**src/rtl/swervolf_ram_init.sv**
```systemverilog
// AXI4 initiator that fills the main RAM with a deterministic pattern after reset
// and optionally reads it back to verify, flagging sticky done/error for the core.
module swervolf_ram_init #(
   parameter int unsigned ID_WIDTH   = 6,
   parameter int unsigned ADDR_WIDTH = 16,
   parameter int unsigned BURST_LEN  = 16,
   parameter logic [63:0] FILL_VALUE = 64'h0,
   parameter bit          ADDR_XOR   = 1'b0,
   parameter bit          CHECK      = 1'b1
) (
   input  logic                  clk,
   input  logic                  rst,
   output logic [ID_WIDTH-1:0]   o_awid,
   output logic [ADDR_WIDTH-1:0] o_awaddr,
   output logic [7:0]            o_awlen,
   output logic [2:0]            o_awsize,
   output logic [1:0]            o_awburst,
   output logic                  o_awvalid,
   input  logic                  i_awready,
   output logic [63:0]           o_wdata,
   output logic [7:0]            o_wstrb,
   output logic                  o_wlast,
   output logic                  o_wvalid,
   input  logic                  i_wready,
   input  logic [ID_WIDTH-1:0]   i_bid,
   input  logic [1:0]            i_bresp,
   input  logic                  i_bvalid,
   output logic                  o_bready,
   output logic [ID_WIDTH-1:0]   o_arid,
   output logic [ADDR_WIDTH-1:0] o_araddr,
   output logic [7:0]            o_arlen,
   output logic [2:0]            o_arsize,
   output logic [1:0]            o_arburst,
   output logic                  o_arvalid,
   input  logic                  i_arready,
   input  logic [ID_WIDTH-1:0]   i_rid,
   input  logic [63:0]           i_rdata,
   input  logic [1:0]            i_rresp,
   input  logic                  i_rlast,
   input  logic                  i_rvalid,
   output logic                  o_rready,
   output logic                  o_busy,
   output logic                  o_init_done,
   output logic                  o_init_error
);

   // One extra address bit so the last-burst compare never wraps.
   localparam int unsigned CNT_W  = ADDR_WIDTH + 1;
   localparam int unsigned BEAT_W = 8;
   localparam logic [CNT_W-1:0]  BURST_BYTES = CNT_W'(BURST_LEN * 8);
   localparam logic [CNT_W-1:0]  LAST_BASE   = CNT_W'((64'd1 << ADDR_WIDTH) - 64'(BURST_LEN * 8));
   localparam logic [BEAT_W-1:0] LAST_BEAT   = BEAT_W'(BURST_LEN - 1);

   typedef enum logic [2:0] {
      WR_ADDR,
      WR_DATA,
      WR_RESP,
      RD_ADDR,
      RD_DATA,
      DONE
   } state_t;

   state_t            state_q, state_d;
   logic [CNT_W-1:0]  base_q, base_d;
   logic [BEAT_W-1:0] beat_q, beat_d;
   logic              awvalid_q, awvalid_d;
   logic              wvalid_q, wvalid_d;
   logic              wlast_q, wlast_d;
   logic [63:0]       wdata_q, wdata_d;
   logic              bready_q, bready_d;
   logic              arvalid_q, arvalid_d;
   logic              rready_q, rready_d;
   logic              done_q, done_d;
   logic              error_q, error_d;
   logic              busy_q, busy_d;
   logic [CNT_W-1:0]  beat_addr;
   logic              last_burst;

   function automatic logic [63:0] pattern(input logic [CNT_W-1:0] addr);
      logic [31:0] a32;
      a32 = 32'(addr[ADDR_WIDTH-1:0]);
      return ADDR_XOR ? (FILL_VALUE ^ {a32, a32}) : FILL_VALUE;
   endfunction

   assign beat_addr  = base_q + (CNT_W'(beat_q) << 3);
   assign last_burst = (base_q == LAST_BASE);

   // Next-state and next-output logic.
   always_comb begin
      state_d   = state_q;
      base_d    = base_q;
      beat_d    = beat_q;
      awvalid_d = awvalid_q;
      wvalid_d  = wvalid_q;
      wlast_d   = wlast_q;
      wdata_d   = wdata_q;
      bready_d  = bready_q;
      arvalid_d = arvalid_q;
      rready_d  = rready_q;
      done_d    = done_q;
      error_d   = error_q;
      busy_d    = busy_q;

      unique case (state_q)
         WR_ADDR: begin
            awvalid_d = 1'b1;
            if (awvalid_q && i_awready) begin
               awvalid_d = 1'b0;
               wvalid_d  = 1'b1;
               wdata_d   = pattern(base_q);
               wlast_d   = (LAST_BEAT == '0);
               beat_d    = '0;
               state_d   = WR_DATA;
            end
         end
         WR_DATA: begin
            if (wvalid_q && i_wready) begin
               if (beat_q == LAST_BEAT) begin
                  wvalid_d = 1'b0;
                  wlast_d  = 1'b0;
                  bready_d = 1'b1;
                  state_d  = WR_RESP;
               end else begin
                  beat_d  = beat_q + BEAT_W'(1);
                  wdata_d = pattern(beat_addr + CNT_W'(8));
                  wlast_d = ((beat_q + BEAT_W'(1)) == LAST_BEAT);
               end
            end
         end
         WR_RESP: begin
            bready_d = 1'b1;
            if (bready_q && i_bvalid) begin
               bready_d = 1'b0;
               if (i_bresp != 2'b00) error_d = 1'b1;
               if (!last_burst) begin
                  base_d  = base_q + BURST_BYTES;
                  state_d = WR_ADDR;
               end else if (CHECK) begin
                  base_d  = '0;
                  state_d = RD_ADDR;
               end else begin
                  done_d  = 1'b1;
                  busy_d  = 1'b0;
                  state_d = DONE;
               end
            end
         end
         RD_ADDR: begin
            arvalid_d = 1'b1;
            if (arvalid_q && i_arready) begin
               arvalid_d = 1'b0;
               rready_d  = 1'b1;
               beat_d    = '0;
               state_d   = RD_DATA;
            end
         end
         RD_DATA: begin
            if (rready_q && i_rvalid) begin
               if ((i_rdata != pattern(beat_addr)) || (i_rresp != 2'b00) ||
                   (i_rlast != (beat_q == LAST_BEAT)))
                  error_d = 1'b1;
               if (beat_q == LAST_BEAT) begin
                  rready_d = 1'b0;
                  if (last_burst) begin
                     done_d  = 1'b1;
                     busy_d  = 1'b0;
                     state_d = DONE;
                  end else begin
                     base_d  = base_q + BURST_BYTES;
                     state_d = RD_ADDR;
                  end
               end else begin
                  beat_d = beat_q + BEAT_W'(1);
               end
            end
         end
         DONE: begin
            awvalid_d = 1'b0;
            wvalid_d  = 1'b0;
            bready_d  = 1'b0;
            arvalid_d = 1'b0;
            rready_d  = 1'b0;
            done_d    = 1'b1;
            busy_d    = 1'b0;
         end
         default: state_d = WR_ADDR;
      endcase
   end

   always_ff @(posedge clk) begin
      if (rst) begin
         state_q   <= WR_ADDR;
         base_q    <= '0;
         beat_q    <= '0;
         awvalid_q <= 1'b0;
         wvalid_q  <= 1'b0;
         wlast_q   <= 1'b0;
         wdata_q   <= '0;
         bready_q  <= 1'b0;
         arvalid_q <= 1'b0;
         rready_q  <= 1'b0;
         done_q    <= 1'b0;
         error_q   <= 1'b0;
         busy_q    <= 1'b1;
      end else begin
         state_q   <= state_d;
         base_q    <= base_d;
         beat_q    <= beat_d;
         awvalid_q <= awvalid_d;
         wvalid_q  <= wvalid_d;
         wlast_q   <= wlast_d;
         wdata_q   <= wdata_d;
         bready_q  <= bready_d;
         arvalid_q <= arvalid_d;
         rready_q  <= rready_d;
         done_q    <= done_d;
         error_q   <= error_d;
         busy_q    <= busy_d;
      end
   end

   assign o_awid       = '0;
   assign o_awaddr     = base_q[ADDR_WIDTH-1:0];
   assign o_awlen      = 8'(BURST_LEN - 1);
   assign o_awsize     = 3'd3;
   assign o_awburst    = 2'b01;
   assign o_awvalid    = awvalid_q;
   assign o_wdata      = wdata_q;
   assign o_wstrb      = 8'hFF;
   assign o_wlast      = wlast_q;
   assign o_wvalid     = wvalid_q;
   assign o_bready     = bready_q;
   assign o_arid       = '0;
   assign o_araddr     = base_q[ADDR_WIDTH-1:0];
   assign o_arlen      = 8'(BURST_LEN - 1);
   assign o_arsize     = 3'd3;
   assign o_arburst    = 2'b01;
   assign o_arvalid    = arvalid_q;
   assign o_rready     = rready_q;
   assign o_busy       = busy_q;
   assign o_init_done  = done_q;
   assign o_init_error = error_q;

   // Response IDs carry no information since only ID 0 is ever issued.
   logic unused_ids;
   assign unused_ids = ^{i_bid, i_rid};

endmodule
```
**config.mk**
```make
export PLATFORM = sky130hd
export DESIGN_NAME = swervolf_ram_init
export DESIGN_NICKNAME = d
export VERILOG_FILES = /design/src/rtl/swervolf_ram_init.sv
export SDC_FILE = /design/constraint.sdc
export NUM_CORES = 1
export LEC_CHECK = 0
export CAP_MARGIN = 20
export CORE_UTILIZATION = 34
export CTS_BUF_LIST = sky130_fd_sc_hd__clkbuf_8 sky130_fd_sc_hd__clkbuf_16
export CTS_CLUSTER_DIAMETER = 200
export DETAILED_ROUTE_END_ITERATION = 10
export GPL_ROUTABILITY_DRIVEN = 0
export GPL_TIMING_DRIVEN = 0
export PLACE_DENSITY_LB_ADDON = 0.05
export SYNTH_ARGS = -nofsm -noshare
export SYNTH_HDL_FRONTEND = slang
export SYNTH_SLANG_ARGS = --single-unit
```
**constraint.sdc**
```tcl
create_clock -name clk -period 2.35 [get_ports clk]
set_clock_uncertainty 0.15 [all_clocks]
set_input_delay 0.705 -clock clk [delete_from_list [all_inputs] [get_ports clk]]
set_output_delay 0.705 -clock clk [all_outputs]
set_load 0.01 [all_outputs]
```
==> results.json <==
{
  "status": "finished, final reports clean",
  "p_leak_nw": 2.27,
  "synthSimpleGateAreaFrac_pct": 24.4,
  "fmax_mhz": 438,
  "synth_xor_area_share_pct": 1.42,
  "chipHeight_um": 97.3,
  "firstDrtPassIters": 4,
  "grt_max_degree": 11,
  "antenna_cells": 0,
  "period_needed_ps": 2280,
  "synth.distinct_cells": 58,
  "drc_errors": 0,
  "largest_reg_flops": 10,
  "final_max_slew_viol_count": 0,
  "critical_path_required_ps": 1490,
  "synth_largest_area_cell": "buf_4",
  "synth_compound_area_share_pct": 14.7,
  "die_w_um": 97.3,
  "core_sq_mm": 0.00876,
  "fin_cells": 737,
  "clockBufferDepth": 2,
  "holdBufCountCts": 0,
  "postRouteAntennaNets": 0,
  "ys_warn_count": 0,
  "gr-total-overflow": 0,
  "synth-adder-area-share_pct": 1.22,
  "crit_path_end_kind": "output pin",
  "avgSynthCellArea_sq_um": 7.79,
  "dp_hpwl_um": 7130,
  "synth_top_family_by_area": "buffers and inverters",
  "insertion_delay_ps": 280,
  "rsz0062_at_grt": "false",
  "ys_async_sr_fraction_pct": 0,
  "hold_path.class": "reg -> reg",
  "fin_crit_sh_pct": 97.2,
  "ys_seq_area_share_pct": 19.5,
  "setup_violations": 0,
  "start_util_pct": 35.2,
  "finalCoreUtilization_pct": 55.1,
  "synth-edff-count": 0,
  "row_count": 34,
  "fp.dieArea_sq_mm": 0.00946,
  "num_vias": 3127,
  "power.density_mw_per_mm2": 319,
  "drv_cap": 0,
  "worstSetupPathType": "reg -> out",
  "cts_root_buffer": "clkbuf_8",
  "syn_area_sq_mm": 0.00309,
  "fin_tns_setup_ps": 0,
  "slew_headroom_pct": 61.3,
  "drt_iter0_drc": 103,
  "syn_to_final_growth_pct": 56.5,
  "first_global_vias": 2881,
  "synthMuxAreaShare_pct": 0.365,
  "post_drt_via_cell_ratio": 4.24,
  "htree_levels": 2,
  "synthCells": 396,
  "synth-main-ff-cell": "dfxtp_1",
  "cp-start-kind": "flop",
  "clk_pin_slew_ps": 60,
  "cts_tree": "built",
  "fin_nets": 721,
  "ys_top_cells_by_area": "buf_4, dfxtp_1, nor4_1",
  "synth_seq_cells": 30,
  "place_inst": 728,
  "port_buffers": 102,
  "worst_slew_pin_slew_ps": 581,
  "grt_util_all_layers_pct": 17.5,
  "critPathMaxFanout": 8,
  "largestRegisters": "base_q: 10 flops, beat_q: 8 flops, state_q: 3 flops",
  "cts_sinks": 30,
  "wl_per_cell_um": 11.4,
  "yosys.area.top_type_share_pct": 35.0,
  "crit_arrival_ps": 1430,
  "wirelength_um": 8430,
  "grt_pass1_wl_um": 13600,
  "yosys.cell_count.top_type": "buf_4",
  "ioPinCount": 239,
  "synthTopCellsByCount": "buf_4, dfxtp_1, nor2_1",
  "hold_viol_final": 0,
  "vdd_drop_max_uv": 180,
  "antenna_found_initial": 0,
  "regMostFlops": "base_q",
  "drive_gt1_share_pct": 28.5,
  "cts_buffers": 5
}
-- logic make-up (layout without fill, tap and decap cells) --
family,count (synthesis),after routing
multiplexers,1,1
AND/OR/NAND/NOR,125,125
XOR/XNOR,5,5
adder cells (fa/ha/maj),3,3
AO/OA/AOI/OAI,68,68
other,2,124
flip-flops,30,30
buffers and inverters,162,273
-- worst max-delay path: stages, from the launching register on --
cell             delay (ps)
dfxtp_1                 460
buf_4                   150
clkdlybuf4s50_1         530
-- repair_timing --
item	CTS	global route
pin swaps	1	2
resized for setup	1	7
gates cloned	0	1
setup buffers	0	2
setup endpoints to repair	12	12
-- layer usage --
metal	part of all wire, %	track usage [%]	up-vias
met1	39	19.3	1364
li1	-	-	1599
met5	0	0	-
met3	7.9	3.96	10
met2	51	33.3	154
met4	1.4	5.09	0
-- layout make-up --
cell class                      count  area, sq um
Clock buffer                        6         82.6
Tap cell                          108          135
Fill cell                         862         3930
Multi-Input combinational cell    326         1790
Sequential cell                    30          602
Timing Repair Buffer              105         1050
Inverter                           12         45.0
Buffer                            150         1130
-- path summary, 6_finish.rpt --
check	start	endpoint	slack (ps)	cells past startpoint
max	base_q[13]$_SDFFE_PP0P_	o_araddr[13]	70	2
min	o_init_done$_SDFFE_PP0P_	o_init_done$_SDFFE_PP0P_	300	2
max reg2reg	state_q[1]$_SDFFE_PP0P_	beat_q[4]$_SDFFE_PP0P_	240	7
min reg2reg	o_init_done$_SDFFE_PP0P_	o_init_done$_SDFFE_PP0P_	300	2
-- stage by stage --
step           total power [mW]  setup slack (ps)  hold slack [ps]  area (sq um)
4_1_cts                    1.54             0.672              301          4780
2_1_floorplan             0.925               397              320          3540
6_report                   1.54              65.3              298          4830
3_5_place_dp               1.12              -375              292          4700
3_3_place_gp               1.11              -369              286          4700
5_1_grt                    1.63              8.84              314          4830
-- where the power goes --
| part | internal, mW | leakage, nW | switching (mW) |
|---|---|---|---|
| registers | 0.524 | 0.243 | 0.0198 |
| clock network | 0.225 | 0.0431 | 0.188 |
| logic | 0.321 | 1.98 | 0.261 |
-- layout by cell type, fill, tap and decap left out, types with 3 or more instances in the layout --
cell / netlist / final
nand3_1: 11 / 11
inv_1: 12 / 12
buf_6: 4 / 4
a21oi_1: 16 / 16
buf_4: 144 / 146
nand2b_1: 5 / 5
o21ai_1: 5 / 3
dfxtp_1: 30 / 29
nor2b_1: 4 / 4
a31oi_1: 4 / 4
nor2_1: 24 / 24
nor4_1: 20 / 20
nand4_1: 8 / 8
nand2_1: 17 / 17
ha_1: 3 / 3
nor3_1: 9 / 9
o21a_1: 3 / 3
clkbuf_8: 0 / 6
o21ai_0: 14 / 14
conb_1: 2 / 124
or4_1: 3 / 3
clkdlybuf4s50_1: 0 / 100
xnor2_1: 5 / 5
o221ai_1: 3 / 3
o211ai_1: 4 / 4
Power figures use the tool's default switching activity.
